`src/rtl/dcr_pkg.sv`:
```
// Shared constants and helpers for the DC-removal filter.
package dcr_pkg;

  localparam logic [1:0] DCR_MODE_DCR  = 2'd0;
  localparam logic [1:0] DCR_MODE_MEAN = 2'd1;
  localparam logic [1:0] DCR_MODE_BYP  = 2'd2;

  // Running-sum width: one sample plus log2(depth) growth bits, so it can never overflow.
  function automatic int unsigned dcr_sum_width(input int unsigned width,
                                                input int unsigned log2_samples);
    return width + log2_samples;
  endfunction

  // Clamp a sign-extended value to the signed range of 'width' bits (width <= 32).
  function automatic logic signed [32:0] dcr_sat(input logic signed [32:0] val,
                                                 input int unsigned      width);
    logic signed [32:0] hi;
    logic signed [32:0] lo;
    hi = (33'sd1 <<< (width - 1)) - 33'sd1;
    lo = -(33'sd1 <<< (width - 1));
    if (val > hi) begin
      return hi;
    end
    if (val < lo) begin
      return lo;
    end
    return val;
  endfunction

endpackage

```
`src/rtl/dcr_ring_buf.sv`:
```
// History ring for the DC-removal filter: read-before-write sample memory, wrapping write
// pointer and a saturating fill counter that flags when the window is full.
module dcr_ring_buf #(
  parameter int unsigned Width       = 16,
  parameter int unsigned Log2Samples = 7
) (
  input  logic             clk,
  input  logic             rst,
  input  logic             clear_i,
  input  logic             wr_en_i,
  input  logic [Width-1:0] data_i,
  output logic [Width-1:0] old_o,
  output logic             filled_o
);

  localparam int unsigned Samples = 1 << Log2Samples;
  localparam logic [Log2Samples:0] FullCnt = {1'b1, {Log2Samples{1'b0}}};

  logic [Width-1:0]       mem_q [Samples];
  logic [Log2Samples-1:0] wr_ptr_q, wr_ptr_d;
  logic [Log2Samples:0]   cnt_q, cnt_d;
  logic                   filled_q, filled_d;
  logic [Width-1:0]       old_q, old_d;

  always_comb begin
    wr_ptr_d = wr_ptr_q;
    cnt_d    = cnt_q;
    filled_d = filled_q;
    old_d    = old_q;
    if (clear_i) begin
      wr_ptr_d = '0;
      cnt_d    = '0;
      filled_d = 1'b0;
    end else if (wr_en_i) begin
      // Before the window is full the evicted slot is stale, so it counts as zero.
      old_d    = filled_q ? mem_q[wr_ptr_q] : '0;
      wr_ptr_d = wr_ptr_q + Log2Samples'(1);
      if (cnt_q != FullCnt) begin
        cnt_d = cnt_q + (Log2Samples + 1)'(1);
      end
      filled_d = (cnt_d == FullCnt);
    end
  end

  always_ff @(posedge clk or negedge rst) begin
    if (!rst) begin
      wr_ptr_q <= '0;
      cnt_q    <= '0;
      filled_q <= 1'b0;
      old_q    <= '0;
    end else begin
      wr_ptr_q <= wr_ptr_d;
      cnt_q    <= cnt_d;
      filled_q <= filled_d;
      old_q    <= old_d;
    end
  end

  always_ff @(posedge clk) begin
    if (wr_en_i && !clear_i) begin
      mem_q[wr_ptr_q] <= data_i;
    end
  end

  assign old_o    = old_q;
  assign filled_o = filled_q;

endmodule

```
`src/rtl/dc_remove_avg.sv`:
```
// DC-removal filter: running mean over the last 2^LOG2_SAMPLES samples, two-stage pipeline.
// Define DCR_SAT_EN to clamp the difference and expose sat_o; otherwise the difference wraps.
module dc_remove_avg
  import dcr_pkg::*;
#(
  parameter int unsigned WIDTH        = 16,
  parameter int unsigned LOG2_SAMPLES = 7
) (
  input  logic             clk,
  input  logic             rst,
  input  logic             clear_i,
  input  logic             valid_i,
  input  logic [1:0]       mode_i,
  input  logic [WIDTH-1:0] data_i,
  output logic             valid_o,
  output logic [WIDTH-1:0] data_o,
  output logic             filled_o
`ifdef DCR_SAT_EN
  ,
  output logic             sat_o
`endif
);

  localparam int unsigned SumW  = dcr_sum_width(WIDTH, LOG2_SAMPLES);
  localparam int unsigned DiffW = WIDTH + 1;

  logic accept;
  assign accept = valid_i & ~clear_i;

  // Stage 1 registers.
  logic signed [WIDTH-1:0] x1_q;
  logic [1:0]              mode1_q;
  logic                    v1_q;
  logic [WIDTH-1:0]        old1;

  dcr_ring_buf #(
    .Width      (WIDTH),
    .Log2Samples(LOG2_SAMPLES)
  ) u_ring (
    .clk     (clk),
    .rst     (rst),
    .clear_i (clear_i),
    .wr_en_i (accept),
    .data_i  (data_i),
    .old_o   (old1),
    .filled_o(filled_o)
  );

  always_ff @(posedge clk or negedge rst) begin
    if (!rst) begin
      x1_q    <= '0;
      mode1_q <= '0;
      v1_q    <= 1'b0;
    end else begin
      v1_q <= accept;
      if (accept) begin
        x1_q    <= data_i;
        mode1_q <= mode_i;
      end
    end
  end

  // Stage 2 arithmetic.
  logic signed [SumW-1:0]  sum_q;
  logic signed [SumW-1:0]  sum_n;
  logic signed [WIDTH-1:0] old1_s;
  logic signed [WIDTH-1:0] mean;
  logic signed [DiffW-1:0] diff;
  logic [WIDTH-1:0]        dcr_res;

  assign old1_s = old1;
  assign sum_n  = sum_q + SumW'(x1_q) - SumW'(old1_s);
  assign mean   = WIDTH'(sum_n >>> LOG2_SAMPLES);
  assign diff   = DiffW'(x1_q) - DiffW'(mean);

`ifdef DCR_SAT_EN
  logic signed [32:0] sat_full;
  logic               sat_hit;
  assign sat_full = dcr_sat(33'(diff), WIDTH);
  assign sat_hit  = (sat_full != 33'(diff));
  assign dcr_res  = sat_full[WIDTH-1:0];
`else
  assign dcr_res  = WIDTH'(diff);
`endif

  // Clear wins over the in-flight sample for the sum; its output still uses the old sum.
  always_ff @(posedge clk or negedge rst) begin
    if (!rst) begin
      sum_q <= '0;
    end else if (clear_i) begin
      sum_q <= '0;
    end else if (v1_q) begin
      sum_q <= sum_n;
    end
  end

  logic             valid_q, valid_d;
  logic [WIDTH-1:0] data_q, data_d;
`ifdef DCR_SAT_EN
  logic             sat_q, sat_d;
`endif

  always_comb begin
    valid_d = v1_q;
    data_d  = data_q;
`ifdef DCR_SAT_EN
    sat_d   = 1'b0;
`endif
    if (v1_q) begin
      case (mode1_q)
        DCR_MODE_MEAN: data_d = mean;
        DCR_MODE_BYP:  data_d = x1_q;
        default: begin
          data_d = dcr_res;
`ifdef DCR_SAT_EN
          sat_d  = sat_hit;
`endif
        end
      endcase
    end
  end

  always_ff @(posedge clk or negedge rst) begin
    if (!rst) begin
      valid_q <= 1'b0;
      data_q  <= '0;
`ifdef DCR_SAT_EN
      sat_q   <= 1'b0;
`endif
    end else begin
      valid_q <= valid_d;
      data_q  <= data_d;
`ifdef DCR_SAT_EN
      sat_q   <= sat_d;
`endif
    end
  end

  assign valid_o = valid_q;
  assign data_o  = data_q;
`ifdef DCR_SAT_EN
  assign sat_o   = sat_q;
`endif

endmodule

```
`config.mk`:
```
export PLATFORM = sky130hd
export DESIGN_NAME = dc_remove_avg
export DESIGN_NICKNAME = d
export VERILOG_FILES = /design/src/rtl/dcr_pkg.sv /design/src/rtl/dcr_ring_buf.sv /design/src/rtl/dc_remove_avg.sv
export SDC_FILE = /design/constraint.sdc
export NUM_CORES = 2
export LEC_CHECK = 0
export CAP_MARGIN = 20
export CORE_MARGIN = 2
export CORE_UTILIZATION = 30
export DETAILED_ROUTE_END_ITERATION = 10
export GPL_ROUTABILITY_DRIVEN = 0
export GPL_TIMING_DRIVEN = 0
export PLACE_DENSITY = 0.42
export RECOVER_POWER = 100
export SLEW_MARGIN = 40
export SYNTH_ARGS = -nofsm -noshare
export SYNTH_HDL_FRONTEND = slang
export SYNTH_SLANG_ARGS = --single-unit
```
`constraint.sdc`:
```
create_clock -name clk -period 11.5 [get_ports clk]
set_input_delay 2.3 -clock clk [delete_from_list [all_inputs] [get_ports clk]]
set_output_delay 2.3 -clock clk [all_outputs]
set_load 0.01 [all_outputs]
```
==> out/results.ini <==
[power_and_ir_drop]
ir_drop_v = 0.000168
p_int_mw = 13.6
p_per_area_nw_per_um2 = 194
pwr-share-clk = 0.378
switching_share = 0.285
p_sw_mw = 5.41
leakage_nw = 30.6
seqPwrFrac = 0.457
combPwrFrac = 0.165

[job]
drv_cap = 49

[logic_synthesis]
ys_seq_area_frac = 0.787
ys_types = 88
synth_cells = 4761
synthMuxAreaShare = 0.00475
ys_seq_elements = 2139
yosysTopAreaCellShare = 0.759
synth_area_um2 = 81100
synth_nets = 4840
synth_top_family_by_area = compound AO/OA/AOI/OAI gates
ys_warn_count = 0
synth-compound-area-share = 0.133
synth-edff-count = 2048
synth_simple_gate_area_frac = 0.0369
yosys-top-cells-area = edfxtp_1 (76%), a22oi_1 (6.6%), dfrtp_1 (2.8%)
synth_fa_ha_area_frac = 0.0119
syn_area_per_cell_um2 = 17.0
ys.flop_type = edfxtp_1
async_flop_share = 0.0425
yosysTopAreaCell = edfxtp_1
synth-xor-area-share = 0.00596

[clock_network]
cts_made_buffers = 225
cts_tree = built
root_buffer = clkbuf_16
clkSinkCount = 2139
htree_levels = 4
postCtsSetupBuffers = 0
cts_resized = 0
insertion_delay_ns = 0.93
cts_hold_buf = 0
path_clk_slew_ns = 0.07
max-clock-path-buffers = 3

[layout]
drive_gt1_frac = 0.138
area_growth_pct = 20.6
fin_area_um2 = 97800
stdcell_count = 9092
final_nets = 5399
postLayoutCoreUtil = 0.364

[drt]
drt_iter0_drc = 11074
ant_nets = 0
drc = 0
totalWireLength_um = 419000
detail_route.wl_per_cell_um = 46.1
vias = 55961
drt-pass1-iter-count = 8
vias_per_cell = 6.15

[run_status]
outcome = finished, violations left
violations = capacitance limit, slew limit

[global_routing]
grt_pass1_vias = 50431
use_met3 = 0.0837
busiest_layer = met2
grt.met1_usage = 0.405
overflow = 0
antenna_found_initial = 64
grt_usage = 0.300
grt_max_degree = 89
grt_pass1_wl_um = 531000
grtUsageMet2 = 0.434

[sta]
skew_ns = 0.0865
timing.slew.headroom = -2.04
final-setup-viol-count = 0
timing.final.crit_share = 0.830
fin_hold_ws_ns = 0.376
final.setup.tns_ns = 0
rsz0062_at_grt = no
hold_violations = 0
slew_violations = 2333
timing.fmax_mhz = 105
worst_pin_slew_ns = 4.56
fin_crit_ns = 9.55

[die]
core_region_area_um2 = 268000
rows = 190
io_pins = 40
die_w_um = 524
initial_core_util = 0.302
die-area_um2 = 274000
die_y_um = 524

[worst_setup_path]
crit_required_ns = 12.35
crit_top_cell = clkbuf_1
crit_chain = clkbuf_1, nor3b_1, clkbuf_1, clkbuf_1, clkbuf_1, clkbuf_1, buf_8, clkbuf_1, a22oi_1, nand4_1, a21oi_1, a21oi_1, a221oi_1, clkbuf_1, o21ai_0
slowest_stage = nor3b_1
critPathLaunchType = flop
cp.arrival_ns = 10.40
crit_type = flop to flop
slowest_delay_ns = 1.38
cp_max_fo = 10
cp-end-kind = flop

[place]
placed_area_um2 = 94400
dp.cells = 8644
portBuffers = 38
dp_hpwl_um = 297000

[hold_path]
hold_path_class = flop to flop

layout by cell type (no fill, tap or decap), types with 91 or more instances in the layout:
cell       netlist  final
o21ai_0         92     91
nand4_1        140    140
a221oi_1       172    172
clkbuf_16        0    226
a22o_1         156    156
edfxtp_1      2048   2048
inv_1          105    105
buf_16           0    101
nor2_1         210    199
clkbuf_2         0    102
dfrtp_1         91     91
clkbuf_1       222    281
nand2_1        117    114
a22oi_1        715    715
critical path: cells and delay by family, from the launching register on:
family	cells	cell delay [ns]
flip-flops	1	0.46
AO/OA/AOI/OAI	5	1.29
AND/OR/NAND/NOR	2	1.77
buffers and inverters	8	5.86
path summary, 6_finish.rpt:
| kind | startpoint | end | slack (ns) | depth (start not counted) |
|---|---|---|---|---|
| min in group asynchronous | rst | data_o[6] | 2.11 | 1 |
| min reg2reg | v1_q | valid_o | 0.38 | 0 |
| max in group asynchronous | rst | u_ring.wr_ptr_q[4] | 5.43 | 2 |
| min | v1_q | valid_o | 0.38 | 0 |
| max | u_ring.wr_ptr_q[0] | u_ring.old_o[4] | 1.95 | 15 |
| max reg2reg | u_ring.wr_ptr_q[0] | u_ring.old_o[4] | 1.95 | 15 |
stage by stage:
| step | power [mW] | setup slack [ns] |
|---|---|---|
| 3_5_place_dp | 12.0 | 5.11 |
| 2_1_floorplan | 10.5 | 6.19 |
| 3_3_place_gp | 11.8 | 1.04 |
| 5_1_grt | 19.4 | 2.54 |
| 6_report | 19.0 | 1.95 |
| 4_1_cts | 19.0 | 5.36 |
synthesized netlist by cell type, types with 54 or more instances:
library cell / instances
a22oi_1: 715
nor2_1: 210
nand4_1: 140
a22o_1: 156
edfxtp_1: 2048
dfrtp_1: 91
clkbuf_1: 222
nand2_1: 117
inv_1: 105
a21oi_1: 54
a31oi_1: 76
a221oi_1: 172
buf_1: 95
o21ai_0: 92
power groups by stage:
stage               combinational, mW  clock, mW  sequential [mW]
global route                     3.31       7.46             8.67
floorplan                        1.73          0             8.81
finish                           3.13       7.17             8.67
global placement                 2.96          0             8.86
CTS                              3.19       7.17             8.64
detailed placement               3.18          0             8.81
cell families after synthesis:
| family | count (synthesis) |
|---|---|
| AO/OA/AOI/OAI | 1426 |
| flip-flops | 2139 |
| multiplexers | 36 |
| buffers and inverters | 429 |
| AND/OR/NAND/NOR | 614 |
| adder cells (fa/ha/maj) | 64 |
| XOR/XNOR | 53 |
flip-flops by register name, indices dropped and copies added, names as in the netlist:
register	count
data_o	16
mode1_q	2
sum_q	23
u_ring.cnt_q	8
u_ring.filled_o	1
u_ring.mem_q	2048
u_ring.old_o	16
u_ring.wr_ptr_q	7
v1_q	1
valid_o	1
x1_q	16
cell type report:
class | count | area, um^2
antenna | 29 | 72.6
clock buffer | 278 | 5890
multi-input combinational | 2193 | 15700
timing repair buffer | 332 | 4560
inverter | 105 | 394
buffer | 324 | 1680
fill | 25140 | 171000
clock inverter | 140 | 1200
tap | 3552 | 4440
sequential | 2139 | 63800
routing by layer:
layer / vias up / share of wire
met5: - / 0.00062
met4: 26 / 0.070
met3: 938 / 0.13
met2: 4479 / 0.42
met1: 29680 / 0.38
li1: 20838 / -
(Power assumes the default switching activity.)
